### config.mk
export PLATFORM = sky130hd
export DESIGN_NAME = coef_entry_ctrl
export DESIGN_NICKNAME = d
export VERILOG_FILES = /design/src/rtl/coef_entry_ctrl.sv
export SDC_FILE = /design/constraint.sdc
export NUM_CORES = 1
export LEC_CHECK = 0
export CAP_MARGIN = 30
export CELL_PAD_IN_SITES_DETAIL_PLACEMENT = 1
export CELL_PAD_IN_SITES_GLOBAL_PLACEMENT = 2
export CORE_AREA = 4 4 160 100
export CTS_BUF_LIST = sky130_fd_sc_hd__clkbuf_8
export DETAILED_ROUTE_END_ITERATION = 16
export DIE_AREA = 0 0 164 104
export PLACE_DENSITY_LB_ADDON = 0.1
export SLEW_MARGIN = 15
export SYNTH_ARGS = -nofsm -noshare
export SYNTH_HDL_FRONTEND = slang
export SYNTH_SLANG_ARGS = --single-unit
export TNS_END_PERCENT = 50
### constraint.sdc
create_clock -name clk -period 3.7 [get_ports clk]
set_clock_uncertainty 0.2 [all_clocks]
set_input_delay 0.74 -clock clk [delete_from_list [all_inputs] [get_ports clk]]
set_output_delay 0.74 -clock clk [all_outputs]
set_load 0.01 [all_outputs]
### src/rtl/coef_entry_ctrl.sv
// Keypad entry sequencer for polynomial coefficients: builds a signed BCD entry,
// converts it to two's complement, writes it to a slot, then kicks the plotter.
module coef_entry_ctrl #(
  parameter int NUM_DIGITS = 5,
  parameter int NUM_COEF   = 3,
  parameter int COEF_W     = 18
) (
  input  logic                          clk,
  input  logic                          reset,
  input  logic                          key_digit,
  input  logic [3:0]                    digit_val,
  input  logic                          key_sign,
  input  logic                          key_back,
  input  logic                          key_clear,
  input  logic                          key_enter,
  output logic [NUM_DIGITS*4-1:0]       disp_bcd,
  output logic                          disp_neg,
  output logic [$clog2(NUM_COEF)-1:0]   coef_idx,
  output logic                          wr_valid,
  output logic [$clog2(NUM_COEF)-1:0]   wr_idx,
  output logic [COEF_W-1:0]             wr_data,
  input  logic                          wr_ready,
  output logic                          plot_start,
  input  logic                          plot_done,
  output logic                          busy
);

  localparam int BUF_W = NUM_DIGITS * 4;
  localparam int IDX_W = $clog2(NUM_COEF);
  localparam int CNT_W = $clog2(NUM_DIGITS + 1);
  localparam logic [IDX_W-1:0] LAST_IDX = IDX_W'(NUM_COEF - 1);

  localparam logic [2:0] S_ENTRY     = 3'd0;
  localparam logic [2:0] S_CONVERT   = 3'd1;
  localparam logic [2:0] S_WRITE     = 3'd2;
  localparam logic [2:0] S_PLOT_REQ  = 3'd3;
  localparam logic [2:0] S_PLOT_WAIT = 3'd4;

  logic [2:0]        state;
  logic [COEF_W-1:0] acc;
  logic [CNT_W-1:0]  cnt;
  logic [3:0]        cur_digit;

  function automatic logic [COEF_W-1:0] mul10_add(input logic [COEF_W-1:0] a,
                                                  input logic [3:0] d);
    return (a << 3) + (a << 1) + COEF_W'(d);
  endfunction

  // Negating zero yields zero, so a "-0" entry is written as plain 0.
  function automatic logic signed [COEF_W-1:0] to_twos(input logic neg,
                                                       input logic [COEF_W-1:0] mag);
    logic signed [COEF_W-1:0] s;
    s = signed'(mag);
    return neg ? -s : s;
  endfunction

  always_comb begin
    cur_digit = 4'd0;
    for (int i = 0; i < NUM_DIGITS; i++) begin
      if (int'(cnt) == NUM_DIGITS - 1 - i) cur_digit = disp_bcd[4*i +: 4];
    end
  end

  assign busy = (state != S_ENTRY);

  always_ff @(posedge clk or posedge reset) begin
    if (reset) begin
      state      <= S_ENTRY;
      disp_bcd   <= '0;
      disp_neg   <= 1'b0;
      coef_idx   <= '0;
      wr_valid   <= 1'b0;
      wr_idx     <= '0;
      wr_data    <= '0;
      plot_start <= 1'b0;
      acc        <= '0;
      cnt        <= '0;
    end else begin
      case (state)
        S_ENTRY: begin
          if (key_clear) begin
            disp_bcd <= '0;
            disp_neg <= 1'b0;
          end else if (key_enter) begin
            acc   <= '0;
            cnt   <= '0;
            state <= S_CONVERT;
          end else if (key_back) begin
            disp_bcd <= {4'd0, disp_bcd[BUF_W-1:4]};
          end else if (key_sign) begin
            disp_neg <= ~disp_neg;
          end else if (key_digit && digit_val <= 4'd9 && disp_bcd[BUF_W-1 -: 4] == 4'd0) begin
            disp_bcd <= {disp_bcd[BUF_W-5:0], digit_val};
          end
        end
        // MSD-first accumulation, then one extra cycle to publish the result
        S_CONVERT: begin
          if (cnt == CNT_W'(NUM_DIGITS)) begin
            wr_data  <= to_twos(disp_neg, acc);
            wr_idx   <= coef_idx;
            wr_valid <= 1'b1;
            state    <= S_WRITE;
          end else begin
            acc <= mul10_add(acc, cur_digit);
            cnt <= cnt + 1'b1;
          end
        end
        S_WRITE: begin
          if (wr_ready) begin
            wr_valid <= 1'b0;
            disp_bcd <= '0;
            disp_neg <= 1'b0;
            if (coef_idx == LAST_IDX) begin
              plot_start <= 1'b1;
              state      <= S_PLOT_REQ;
            end else begin
              coef_idx <= coef_idx + 1'b1;
              state    <= S_ENTRY;
            end
          end
        end
        S_PLOT_REQ: begin
          plot_start <= 1'b0;
          state      <= S_PLOT_WAIT;
        end
        S_PLOT_WAIT: begin
          if (plot_done) begin
            coef_idx <= '0;
            state    <= S_ENTRY;
          end
        end
        default: state <= S_ENTRY;
      endcase
    end
  end

endmodule
# ---- Word-level counts from Yosys, hierarchy flattened
# Cells that the tools add are included.
dict set report op_classes {
  addsub 5
  n_eq_ne 23
  mul 0
  div_mod_pow 0
  bitwise_logic 1
  magnitude_cmp 1
  shift 0
  n_mux 43
  n_reduce_logical 19
}
# operator n
set op_table {}
lappend op_table {{$mux W20} 6}
lappend op_table {{$mux W18} 4}
lappend op_table {{$pmux W20 S2} 1}
lappend op_table {{$pmux W18 S2} 1}
lappend op_table {{$mux W3} 8}
lappend op_table {{$mux W4} 5}
lappend op_table {{$add A18 B18 Y18} 1}
lappend op_table {{$add A18 B4 Y18} 1}
lappend op_table {{$neg A18 Y18} 1}
lappend op_table {{$ne A2 B2 Y1 const B} 8}
lappend op_table {{$eq A3 B3 Y1 const B} 5}
lappend op_table {{$pmux W3 S5} 1}
lappend op_table {{$reduce_and A5 Y1} 3}
lappend op_table {{$reduce_bool A2 Y1} 5}
lappend op_table {{$eq A3 B2 Y1 const B} 3}
lappend op_table {{$ne A3 B3 Y1 const B} 3}
lappend op_table {{$mux W1} 8}
lappend op_table {{$mux W2} 4}
lappend op_table {{$ne A4 B4 Y1 const B} 2}
lappend op_table {{$reduce_and A4 Y1} 2}
lappend op_table {{$logic_not A3 Y1} 2}
lappend op_table {{$pmux W1 S2} 3}
lappend op_table {{$pmux W3 S2} 1}
lappend op_table {{$reduce_and A3 Y1} 2}
lappend op_table {{11 further kinds} 12}
dict set report word_totals {
  wordCells 102
  mem_bits_rw 0
  inputBits 13
  regBits 69
  mem_bits_ro 0
  latch_bits 0
  memories 0
  output_inout_bits 46
}

# ---- Logic depth before layout (Yosys ltp)
dict set report logic_depth {
  ltp_word 9
  depth_mapped 18
  depth_no_buf 17
}

# ---- Least setup slack after synthesis
# OpenSTA, ideal clock, no wires.
dict set report synth_path {
  path_kind {flip-flop to flip-flop}
  start {reg cnt[2]}
  end {reg acc[14]}
  slack_ns 0.023
  path_buffers 1
  synth_period_minus_slack_ns 3.677
  path_stages_with_launch 16
  t_arrival_ns 3.351
  setup_ns 0.126
  required_ns 3.374
  cell_sequence {dfrtp_1 -> clkbuf_1 -> inv_1 -> ha_1 -> o21ai_0 -> o21ai_0 -> o211ai_1 -> o21ai_0 -> fa_1 -> fa_1 -> nor2b_1 -> o21bai_1 -> a211oi_1 -> nor2_1 -> mux2i_1 -> a221o_1}
}
dict set report synth_via {
  elab_chain_cells 9
  elab_cells_between_ends 16
  classes_between {add/sub: 1; eq/ne: 6; mux: 7; reduce/logical: 2}
}
# item line
set synth_rtl {}
lappend synth_rtl {{start, declared} 41} ;# logic [CNT_W-1:0] cnt;
lappend synth_rtl {{start signal, assigned} 105} ;# cnt <= cnt + 1'b1;
lappend synth_rtl {{$eq A3 B3 Y1} 60} ;# if (int'(cnt) == NUM_DIGITS - 1 - i) cur_digit = disp_bcd[4*i +: 4];
lappend synth_rtl {{$mux W4 (5 in a row)} 60}
lappend synth_rtl {{$add A18 B4 Y18} 46} ;# return (a << 3) + (a << 1) + COEF_W'(d);
lappend synth_rtl {{$mux W18} 98} ;# if (cnt == CNT_W'(NUM_DIGITS)) begin
lappend synth_rtl {{$pmux W18 S2} 79} ;# case (state)
lappend synth_rtl {{end signal, assigned} 104} ;# acc <= mul10_add(acc, cur_digit);
lappend synth_rtl {{end, declared} 40} ;# logic [COEF_W-1:0] acc;
# Several ways; a longest one is shown, not always the timed one. The select of a mux whose other input is x is not followed.
# A chain may end at the register's enable or synchronous reset.

# ---- Worst setup path in the final report
dict set report layout_path {
  start {reg cnt[0]}
  end {reg acc[10]}
}
# The elaborated chain is that of the path after synthesis.

==> flow_metrics.env <==
export IMPL_tightest_slew_ps=886.5
export IMPL_cap_viol_max_count=0
export IMPL_die_w_microns=164
export IMPL_met1_usage_pct=27.15
export IMPL_max_freq_mhz=275.9
export IMPL_place_area_sq_um=5428
export IMPL_cts_root_buf="clkbuf_8"
export IMPL_worstPathRequired_ps=3750
export IMPL_num_vias=3978
export IMPL_grt_usage_pct=16.70
export IMPL_totalWireLength_microns=13930
export IMPL_power_frac_seq_pct=28.3
export IMPL_nFillCells=1687
export IMPL_synth_area_sq_um=4554
export IMPL_drt_iter0_drc=269
export IMPL_htreeDepth=3
export IMPL_setup_viol_count_final=0
export IMPL_cp_end_kind="flip-flop"
export IMPL_wire_per_inst_microns=18.09
export IMPL_synthCells=503
export IMPL_power_leakage_nw=2.476
export IMPL_diodes=0
export IMPL_synth_avg_cell_area_sq_um=9.054
export IMPL_irDropWorstVdd_uv=254.4
export IMPL_critPathArrivalTime_ps=3670
export IMPL_grt_pass1_vias=4089
export IMPL_power_switching_mw=2.266
export IMPL_final_min_clock_period_ps=3624
export IMPL_drc=0
export IMPL_met3_usage_pct=3.406
export IMPL_core_area_sq_um=14380
export IMPL_p_int_mw=2.654
export IMPL_synth_area_leaders="dfrtp_1 38%, ha_1 10%, a21oi_1 4.9%"
export IMPL_cts_tree="yes"
export IMPL_io_pins=59
export IMPL_synth_cell_types=51
export IMPL_synthArstFlopShare_pct=100.0
export IMPL_rows=34
export IMPL_yosysTopAreaCellShare_pct=37.91
export IMPL_synth_most_common_cell="dfrtp_1"
export IMPL_clk_latency_ps=350
export IMPL_ys_flop_type="dfrtp_1"
export IMPL_design_area_sq_um=5809
export IMPL_critPathKind="reg -> reg"
export IMPL_setup_tns_ps=0
export IMPL_powerDensity_nw_per_um2=846.9
export IMPL_portBuffers=58
export IMPL_first_pass_iters=4
export IMPL_met2_usage_pct=22.51
export IMPL_top_usage_layer="met1"
export IMPL_hp_class="reg -> reg"
export IMPL_synth_largest_area_cell="dfrtp_1"
export IMPL_ant_nets=0
export IMPL_hold_viol_final=0
export IMPL_relSlewSlack_pct=40.90
export IMPL_antenna_found_initial=0
export IMPL_clockBufferDepth=2
export IMPL_hpwl_microns=10520
export IMPL_nets=620
export IMPL_clkSinkCount=69
export IMPL_grt_pass1_wl_microns=22810
export IMPL_start_util_pct=31.67
export IMPL_p_clk_share_pct=12.7
export IMPL_hold_buffers=0
export IMPL_yosysWarningCount=0
export IMPL_dieArea_sq_um=17060
export IMPL_path_clk_slew_ps=90
export IMPL_gp_routability_congestion=0.8595
export IMPL_drive_above_1_share_pct=15.91
export IMPL_combPwrFrac_pct=58.9
export IMPL_swShare_pct=46.05
export IMPL_grt_setup_unrepaired="yes"
export IMPL_viasPerCell=5.166
export IMPL_cts_made_buffers=9
export IMPL_overflow=0
export IMPL_ys_seq_area_share_pct=37.91
export IMPL_fin_crit_sh_pct=97.96
export IMPL_cp_start_kind="flip-flop"
export IMPL_synth_edf_count=0
export IMPL_ys_ff_latch=69
export IMPL_status="finished clean"
export IMPL_crit_fanout=5
export IMPL_maxSlewViolCount=0
export IMPL_areaGrowthSynthToFinish_pct=27.55
export IMPL_die_y_microns=104
export IMPL_yosys_top_cells_count="69 x dfrtp_1, 54 x nor2_1, 45 x a21oi_1"
export IMPL_grt_max_degree=40
export IMPL_syn_nets=555
[registers in the layout, indices dropped and copies added (netlist names)]
register    count
wr_valid        1
coef_idx        2
plot_start      1
acc            18
wr_idx          2
disp_bcd       20
state           3
disp_neg        1
cnt             3
wr_data        18
[stage by stage]
stage / hold WS [ps] / cells / worst slack (ps) / utilization, % / power [mW]
2_1_floorplan: 269.2 / 503 / 22.78 / - / 3.060
3_3_place_gp: 265.0 / 752 / 29.47 / 37.75 / 4.051
3_5_place_dp: 276.4 / 752 / -46.64 / 37.75 / 4.141
4_1_cts: 295.7 / 767 / -16.65 / 39.14 / 4.798
5_1_grt: 304.5 / 770 / -98.05 / 40.40 / 5.357
6_report: 285.6 / 770 / 75.54 / 40.40 / 4.920
[final timing paths]
path | startpoint | to | slack (ps) | cells after the start
worst max-delay path | cnt[0]$_DFFE_PP0P_ | acc[10]$_DFFE_PP0P_ | 80 | 15
worst min-delay path | wr_valid$_DFFE_PP0P_ | wr_valid$_DFFE_PP0P_ | 290 | 1
worst max register to register | cnt[0]$_DFFE_PP0P_ | acc[10]$_DFFE_PP0P_ | 80 | 15
worst min register to register | wr_valid$_DFFE_PP0P_ | wr_valid$_DFFE_PP0P_ | 290 | 1
max in group asynchronous | reset | cnt[0]$_DFFE_PP0P_ | 1980 | 3
min in group asynchronous | reset | wr_idx[1]$_DFFE_PP0P_ | 620 | 2
[routing by layer]
metal | vias up | wire length, microns
li1 | 1909 | -
met1 | 1983 | 7849
met2 | 75 | 5394
met3 | 11 | 603
met4 | 0 | 80
met5 | - | 0
[worst max-delay path: stages, from the launching register on]
cell	delay, ps
dfrtp_2	450
inv_2	120
ha_4	200
nor2b_2	240
nand2_1	80
o211ai_1	90
o21ai_1	110
fa_1	560
fa_2	270
nor2b_4	60
o21bai_4	180
buf_6	120
a21oi_2	50
o21a_1	210
or3_1	300
a32o_2	270
[cells by family after synthesis]
kind of cell | count (synthesis) | share of synthesized area [%]
fa+ha+maj | 39 | 11.04
compound gates | 129 | 17.03
xor+xnor | 28 | 5.385
mux | 38 | 8.846
simple gates | 152 | 15.49
buf+inv | 48 | 4.286
flops | 69 | 37.91
[area by class of cell]
class | count | area (sq um) | area share [%]
Multi-Input combinational cell | 386 | 2796 | 48.14
Sequential cell | 69 | 1729 | 29.77
Timing Repair Buffer | 80 | 765.7 | 13.18
Tap cell | 198 | 247.7 | 4.264
Clock buffer | 9 | 123.9 | 2.132
Inverter | 22 | 82.58 | 1.421
Clock inverter | 6 | 63.81 | 1.098
[power by group through the flow]
stage	logic (mW)	registers (mW)	clock network (mW)
detailed placement	2.74	1.40	0
global route	3.22	1.45	0.683
global placement	2.66	1.39	0
floorplan	1.73	1.33	0
CTS	2.76	1.39	0.648
finish	2.90	1.39	0.626
[repair_timing]
action | in CTS | in global routing
resized for setup | 4 | 41
setup buffers | 0 | 3
endpoints found under the setup margin | 5 | 9
pin swaps | 0 | 11
gates cloned | 0 | 0
[layout by cell type, fill, tap and decap left out, drive strengths merged, types with 8 or more instances in the layout]
master,netlist,layout
nand3,16,16
nand2,44,44
ha,37,37
nor2b,8,8
o21ai,43,43
xnor2,8,8
mux2i,20,20
xor2,20,20
dfrtp,69,69
buf,10,22
clkdlybuf4s50,0,58
o31ai,11,11
clkbuf,16,9
mux2,18,18
a21oi,46,46
inv,22,23
nor2,54,54
Note: power is estimated with default switching activity, not from simulation.
